<file path="config.mk">
export PLATFORM = sky130hd
export DESIGN_NAME = mem_arbiter
export DESIGN_NICKNAME = d
export VERILOG_FILES = /design/src/rtl/mem_arbiter.sv
export SDC_FILE = /design/constraint.sdc
export NUM_CORES = 1
export LEC_CHECK = 0
export CAP_MARGIN = 20
export CORE_MARGIN = 2
export CORE_UTILIZATION = 43
export DETAILED_ROUTE_END_ITERATION = 16
export GPL_TIMING_DRIVEN = 0
export MAX_ROUTING_LAYER = met4
export PLACE_DENSITY = 0.85
export SETUP_SLACK_MARGIN = 0.2
export SLEW_MARGIN = 20
export SYNTH_ARGS = -nofsm -noshare
export SYNTH_HDL_FRONTEND = slang
export SYNTH_SLANG_ARGS = --single-unit
</file>
<file path="constraint.sdc">
create_clock -name clk -period 4.7 [get_ports clk]
set_input_delay 0.94 -clock clk [delete_from_list [all_inputs] [get_ports clk]]
set_output_delay 0.94 -clock clk [all_outputs]
set_load 0.01 [all_outputs]
</file>
<file path="src/rtl/mem_arbiter.sv">
// mem_arbiter
// Shares one single-port RAM between the CPU control path (port 0) and a
// DMA/debug requester (port 1). One memory op is in flight at a time. The
// owning port gets its read data plus a one-cycle ack.
//
// Command encoding (shared with the CPU mem_cmd bus):
//   2'b10 read, 2'b01 write, 2'b00 / 2'b11 none
//
// Ports
//   clk        in   system clock, all state on rising edge
//   reset      in   asynchronous active-high reset, clears all state
//   p0_cmd     in   port 0 (CPU) command
//   p0_addr    in   port 0 address
//   p0_wdata   in   port 0 write data
//   p0_ack     out  port 0 op complete, one-cycle pulse
//   p1_cmd     in   port 1 (DMA) command
//   p1_addr    in   port 1 address
//   p1_wdata   in   port 1 write data
//   p1_ack     out  port 1 op complete, one-cycle pulse
//   rdata      out  read data for the acked port, valid while its ack is high
//   mem_cmd    out  RAM command
//   mem_addr   out  RAM address
//   mem_wdata  out  RAM write data
//   mem_rdata  in   RAM read data, valid one cycle after a read command
//   busy       out  high while an op is being issued or completed
//
// Build option
//   MEM_ARB_CPU_PRIO_EN : when defined, port 0 wins every tie (fixed
//   priority, port 1 can be starved by a continuously requesting CPU).
//   When undefined (default), ties are broken round robin.
//
// Timing: a request sampled at edge N is issued on the RAM in cycle N+1, and
// its ack is high in cycle N+3. Back-to-back ops therefore run every 3 cycles.

module mem_arbiter #(
  parameter int ADDR_W = 9,
  parameter int DATA_W = 16
) (
  input  logic              clk,
  input  logic              reset,
  input  logic [1:0]        p0_cmd,
  input  logic [ADDR_W-1:0] p0_addr,
  input  logic [DATA_W-1:0] p0_wdata,
  output logic              p0_ack,
  input  logic [1:0]        p1_cmd,
  input  logic [ADDR_W-1:0] p1_addr,
  input  logic [DATA_W-1:0] p1_wdata,
  output logic              p1_ack,
  output logic [DATA_W-1:0] rdata,
  output logic [1:0]        mem_cmd,
  output logic [ADDR_W-1:0] mem_addr,
  output logic [DATA_W-1:0] mem_wdata,
  input  logic [DATA_W-1:0] mem_rdata,
  output logic              busy
);

  localparam logic [1:0] S_IDLE  = 2'd0;
  localparam logic [1:0] S_ISSUE = 2'd1;
  localparam logic [1:0] S_RESP  = 2'd2;

  localparam logic [1:0] CMD_NONE  = 2'b00;
  localparam logic [1:0] CMD_WRITE = 2'b01;
  localparam logic [1:0] CMD_READ  = 2'b10;

  logic [1:0]        state_reg;
  logic              owner_reg;
  logic              op_read_reg;
  logic [1:0]        mem_cmd_reg;
  logic [ADDR_W-1:0] mem_addr_reg;
  logic [DATA_W-1:0] mem_wdata_reg;
  logic [DATA_W-1:0] rdata_reg;
  logic [1:0]        ack_reg;
`ifndef MEM_ARB_CPU_PRIO_EN
  logic              last_grant_reg;
`endif

  logic [1:0] port_cmd [2];
  logic [1:0] req;
  logic       grant_valid;
  logic       grant_sel;
  logic [1:0] grant_cmd;

  assign port_cmd[0] = p0_cmd;
  assign port_cmd[1] = p1_cmd;

  // A port whose ack is high this cycle is still allowed to present its old
  // command; masking it here keeps that stale command from being re-granted.
  genvar gi;
  generate
    for (gi = 0; gi < 2; gi++) begin : g_req
      assign req[gi] = ((port_cmd[gi] == CMD_READ) || (port_cmd[gi] == CMD_WRITE))
                       && !ack_reg[gi];
    end
  endgenerate

  assign grant_valid = |req;

`ifdef MEM_ARB_CPU_PRIO_EN
  // Port 0 wins whenever it asks.
  assign grant_sel = !req[0];
`else
  // On a tie, hand the RAM to the port that did not have it last.
  assign grant_sel = (req[0] && req[1]) ? !last_grant_reg : req[1];
`endif

  assign grant_cmd = grant_sel ? p1_cmd : p0_cmd;

  always_ff @(posedge clk or posedge reset) begin
    if (reset) begin
      state_reg      <= S_IDLE;
      owner_reg      <= 1'b0;
      op_read_reg    <= 1'b0;
      mem_cmd_reg    <= CMD_NONE;
      mem_addr_reg   <= '0;
      mem_wdata_reg  <= '0;
      rdata_reg      <= '0;
      ack_reg        <= 2'b00;
`ifndef MEM_ARB_CPU_PRIO_EN
      last_grant_reg <= 1'b1;
`endif
    end else begin
      ack_reg <= 2'b00;
      case (state_reg)
        S_IDLE: begin
          if (grant_valid) begin
            owner_reg     <= grant_sel;
            op_read_reg   <= (grant_cmd == CMD_READ);
            mem_cmd_reg   <= grant_cmd;
            mem_addr_reg  <= grant_sel ? p1_addr : p0_addr;
            mem_wdata_reg <= grant_sel ? p1_wdata : p0_wdata;
`ifndef MEM_ARB_CPU_PRIO_EN
            last_grant_reg <= grant_sel;
`endif
            state_reg     <= S_ISSUE;
          end
        end
        S_ISSUE: begin
          // Command is on the RAM for exactly this one cycle.
          mem_cmd_reg <= CMD_NONE;
          state_reg   <= S_RESP;
        end
        S_RESP: begin
          if (op_read_reg) begin
            rdata_reg <= mem_rdata;
          end
          ack_reg   <= owner_reg ? 2'b10 : 2'b01;
          state_reg <= S_IDLE;
        end
        default: begin
          mem_cmd_reg <= CMD_NONE;
          state_reg   <= S_IDLE;
        end
      endcase
    end
  end

  assign mem_cmd   = mem_cmd_reg;
  assign mem_addr  = mem_addr_reg;
  assign mem_wdata = mem_wdata_reg;
  assign rdata     = rdata_reg;
  assign p0_ack    = ack_reg[0];
  assign p1_ack    = ack_reg[1];
  assign busy      = (state_reg == S_ISSUE) || (state_reg == S_RESP);

endmodule
</file>
Word-level counts from Yosys, hierarchy flattened

Cells that the tools add are included.

Register bits after elaboration: 50
Bits of input ports: 72
Output and inout bits: 46
Logic and storage cells: 42

Equality and inequality tests: 8
Multiplexer cells: 10
Bitwise logic cells: 1
Reduce and logical (&&, ||, !) cells: 14

Operator list:

| operator           | number |
|---|---|
| $mux 16            | 1 |
| $mux 2             | 5 |
| $mux 9             | 1 |
| $eq 2x2->1 const B | 4 |
| $pmux 2 s2         | 2 |
| $eq 2x1->1 const B | 3 |
| $reduce_and 2->1   | 3 |
| $logic_and 1x1->1  | 3 |
| $logic_not 1->1    | 3 |
| $logic_or 1x1->1   | 3 |
| $logic_not 2->1    | 1 |
| $ne 2x2->1 const B | 1 |
| $reduce_or 2->1    | 1 |
| $mux 1             | 1 |
| $not 1->1          | 1 |

Logic depth before layout (Yosys ltp)

Word-level depth: 8
Mapped depth: 7
Gate-level depth less buffers: 6

Worst setup path before layout

OpenSTA, ideal clock, no wires.

Kind: input port to flip-flop
Start: input port p1_cmd[1]
End: register mem_addr_reg[0], in the netlist mem_addr[0]
Library setup time: 126 ps
Data arrival time: 1833 ps
Data required time: 4574 ps
Setup slack: 2741 ps
Stages: 6
Path buffers: 2
Path through: xnor2_2 > a211o_1 > buf_6 > buf_8 > mux2i_1 > a21oi_1

Cells in the longest elaborated chain, start to end: 6

Ends and longest elaborated chain:

| item                                            | line | RTL |
|---|---|---|
| start, declared                                 | 45   | `input logic [1:0] p1_cmd,` |
| $eq 2x2->1 / $eq 2x1->1 (equally long branches) | 91   | `assign req[gi] = ((port_cmd[gi] == CMD_READ) \|\| (port_cmd[gi] == CMD_WRITE))` |
| $logic_or 1x1->1 *                              | 91   |  |
| $logic_and 1x1->1 *                             | 92   | `&& !ack_reg[gi];` |
| $logic_and 1x1->1                               | 103  | `assign grant_sel = (req[0] && req[1]) ? !last_grant_reg : req[1];` |
| $mux 1                                          | 103  |  |
| $mux 9                                          | 129  | `mem_addr_reg <= grant_sel ? p1_addr : p0_addr;` |
| end signal, assigned                            | 129  |  |
| end, declared                                   | 69   | `logic [ADDR_W-1:0] mem_addr_reg;` |

Mark *: on every way between the ends. The rest lies on a longest branch, timed or not.
A chain may end at the register's enable or synchronous reset.

Final worst setup path

Start: register state_reg[1]
End: output port busy

Cells in the longest elaborated chain, start to end: 2

Ends and longest elaborated chain:

| item                                            | line | RTL |
|---|---|---|
| start, declared                                 | 65   | `logic [1:0] state_reg;` |
| start signal, assigned                          | 110  | `state_reg <= S_IDLE;` |
| start signal, assigned                          | 134  | `state_reg <= S_ISSUE;` |
| start signal, assigned                          | 140  | `state_reg <= S_RESP;` |
| $eq 2x1->1 / $eq 2x2->1 (equally long branches) | 163  | `assign busy = (state_reg == S_ISSUE) \|\| (state_reg == S_RESP);` |
| $logic_or 1x1->1 *                              | 163  |  |
| end, declared                                   | 54   | `output logic busy` |

Marked as above.

==> summary.txt <==
Setup path
  • R2R Setup Slk: 2.73 ns
  • Reg2reg path depth: 6
  • WP data required: 3.76 ns
  • CP Class: flip-flop to primary output
  • Slowest CP cell: clkdlybuf4s50_1
  • Worst path cell trace: inv_1, ha_1, clkdlybuf4s50_1
  • WP data arrival: 1.53 ns
  • Startpoint Class: flip-flop
  • Worst Path Max Fanout: 3
  • Worst setup EP type: primary output
  • Worst stage delay on the critical path: 0.52 ns

Yosys
  • Post-synthesis compound-gate area fraction: 11.28%
  • Simple-Gate Fraction of Synth Area: 7.787%
  • Cells after Synth: 196
  • Synth Register Bits: 50
  • Synth Area in Adders: 1.611%
  • Ys flop type: dfrtp_1
  • Synth top area cells: dfrtp_1, mux2i_1, mux2_2, a21oi_1, nor2_1
  • Multiplexer area fraction after synthesis: 18.96%
  • Synth cell types: 35
  • Post-synth top area share: 52.63%
  • Async SR Flop Fraction: 100.0%
  • Post-synth EDFFs: 0
  • Syn_nets: 271
  • Post-synthesis sequential area ratio: 53.76%
  • Yosys warning count: 0
  • XOR/XNOR Fraction of Synth Area: 1.450%
  • Main combinational cell family by area after synthesis: multiplexers
  • Synthesized area: 0.002330 mm2
  • Dominant cell type by area after synthesis: dfrtp_1
  • Mean area per synthesized cell: 11.89 um2

GRT
  • First-pass GRT wire length: 9.135 mm
  • Pin count of the biggest net entering global routing: 27
  • Initial antenna violation count: 0
  • Vias in the first global route: 1909
  • GR Util All Layers: 19.40%
  • GRT Residual Overflow: 0

Hold path
  • Depth of the worst hold-timing path: 1
  • Min-Delay Path Class: flip-flop to flip-flop

Clock network
  • Clk slew on worst S/H paths: 0.09 ns
  • CTS tree: done
  • Clock buffer depth: 2
  • Clk_lat worst skew: 0.29 ns
  • Htree depth: 2
  • Cts bufs inserted: 5
  • Post-CTS sizing: 0
  • Number of setup buffers added after CTS: 0
  • Clock root buffer: clkbuf_8
  • Hold_buf cts: 0
  • # clock sinks: 50

Floorplanning
  • Cell row count: 26
  • Core area: 0.005172 mm2
  • Die area: 0.006023 mm2
  • Die H: 77.61 um
  • Die Width: 77.61 um
  • IO Pins: 118
  • Starting density of the core: 45.04%

Layout
  • Area growth syn-to-layout: 58.81%
  • Antenna cells: 0
  • Layout cell share with drive strength beyond 1: 12.42%
  • Final core area utilization: 71.53%
  • Nets: 396

Drt
  • DRT iter0 DRCs: 45
  • Final ANT Viol Nets: 0
  • Via/cell ratio: 4.934
  • WL/cell: 14.24 um
  • Wirelength, routed: 5.582 mm
  • Routed vias: 1934
  • DR pass1 iterations: 4
  • DRC: 0

STA
  • RSZ-0062 raised after global routing: no
  • Final Critical Period: 2.474 ns
  • Max frequency: 404.2 MHz
  • Clk_skew: 0.009359 ns
  • Slew headroom: 63.87%
  • Final hold vios: 0
  • Final setup fails: 0
  • Worst Tran Pin Value: 0.5411 ns
  • Max-slew violations: 0
  • Period utilization: 52.64%
  • Final TNS setup: 0 ns

Power and ir drop
  • Leakage Power: 1.603 nW
  • Internal power: 1.443 mW
  • Switch Pwr: 0.7637 mW
  • PwrDens: 596.5 mW/mm2
  • Sw frac: 34.60%
  • Seq pwr share: 34.5%
  • Clk network pwr share: 11.4%
  • IR drop worst, VDD: 0.0003603 V
  • Logic pwr share: 54.0%

Placement
  • Dpl hpwl: 4.356 mm
  • # port buffers: 117
  • Placer congestion estimate: 0.7391

Outcome
  • Status: completed

Run
  • Max-Cap Viols: 0
final timing paths:
kind                                     startpoint                          to
min                           owner_reg$_DFFE_PP0P_        ack_reg[0]$_DFF_PP0_
max                        state_reg[1]$_DFFE_PP0P_                        busy
max in group asynchronous                     reset  last_grant_reg$_DFFE_PP1P_
min reg2reg                   owner_reg$_DFFE_PP0P_        ack_reg[0]$_DFF_PP0_
min in group asynchronous                     reset        rdata[5]$_DFFE_PP0P_
max reg2reg                state_reg[1]$_DFFE_PP0P_   mem_wdata[14]$_DFFE_PP0P_
through the flow:
| stage | total power [mW] | std cells | cell area [um2] | hold WS (ns) | worst slack (ns) |
|---|---|---|---|---|---|
| 3_3_place_gp | 1.937 | 383 | 3588 | 0.4259 | 1.614 |
| 6_report | 2.207 | 392 | 3700 | 0.4661 | 2.226 |
| 3_5_place_dp | 1.973 | 384 | 3608 | 0.4464 | 1.966 |
| 2_1_floorplan | 1.387 | 196 | 2330 | 0.4169 | 2.560 |
| 4_1_cts | 2.231 | 392 | 3700 | 0.4620 | 2.210 |
| 5_1_grt | 2.359 | 392 | 3700 | 0.4788 | 2.157 |
cells by family (layout without fill, tap and decap cells):
logic type	Yosys count	after routing
compound gates	42	42
xor+xnor	3	3
fa+ha+maj	3	3
buf+inv	16	142
flops	50	50
mux	42	42
simple gates	40	40
Yosys cell counts, types with 2 or more instances:
master / n
o21ai_0: 2
buf_2: 2
o22ai_1: 2
nor2_1: 27
nor3_1: 2
a21boi_0: 2
nor2b_1: 2
and2_1: 3
mux2i_1: 25
inv_1: 7
ha_1: 3
buf_6: 4
a21oi_1: 27
mux2_2: 17
a31oi_1: 2
dfrtp_1: 49
nand2b_1: 2
cells in the final DEF (no fill, tap or decap), drive strengths merged, types with 2 or more instances in the layout:
cell type        n
clkdlybuf4s50  117
dfrtp           49
nor2            27
a21oi           27
mux2i           25
mux2            17
buf              9
clkbuf           8
inv              7
and2             3
ha               3
o21ai            3
nand2b           2
nor2b            2
nor3             2
a21boi           2
a31oi            2
o22ai            2
xnor2            2
routing by layer:
layer / vias to the layer above / part of all wire [%] / track usage [%]
li1: 931 / - / -
met1: 922 / 44 / 25.23
met2: 75 / 49 / 30.78
met3: 6 / 6.0 / 5.000
met4: 0 / 0.95 / 4.286
met5: - / 0 / -
power by group through the flow:
stage	clock network (mW)	registers [mW]	logic (mW)
after floorplan	0	0.852	0.535
after global placement	0	0.758	1.18
after detailed placement	0	0.770	1.20
after CTS	0.260	0.763	1.21
after global routing	0.279	0.790	1.29
final	0.252	0.762	1.19
critical path, delay by kind of cell (launching register included):
kind                       cells  cell delay, ns
adders and majority gates      1            0.27
buffers and inverters          2            0.59
DFF                            1            0.38
area by class of cell:
| cell class | count | area, um2 |
|---|---|---|
| multi-input combinational | 130 | 957.2 |
| sequential | 50 | 1252 |
| clock buffer | 7 | 86.33 |
| clock inverter | 1 | 5.005 |
| fill | 392 | 1473 |
| buffer | 9 | 93.84 |
| tap | 70 | 87.58 |
| inverter | 7 | 26.28 |
| timing repair buffer | 118 | 1191 |
Power figures use the tool's default switching activity.
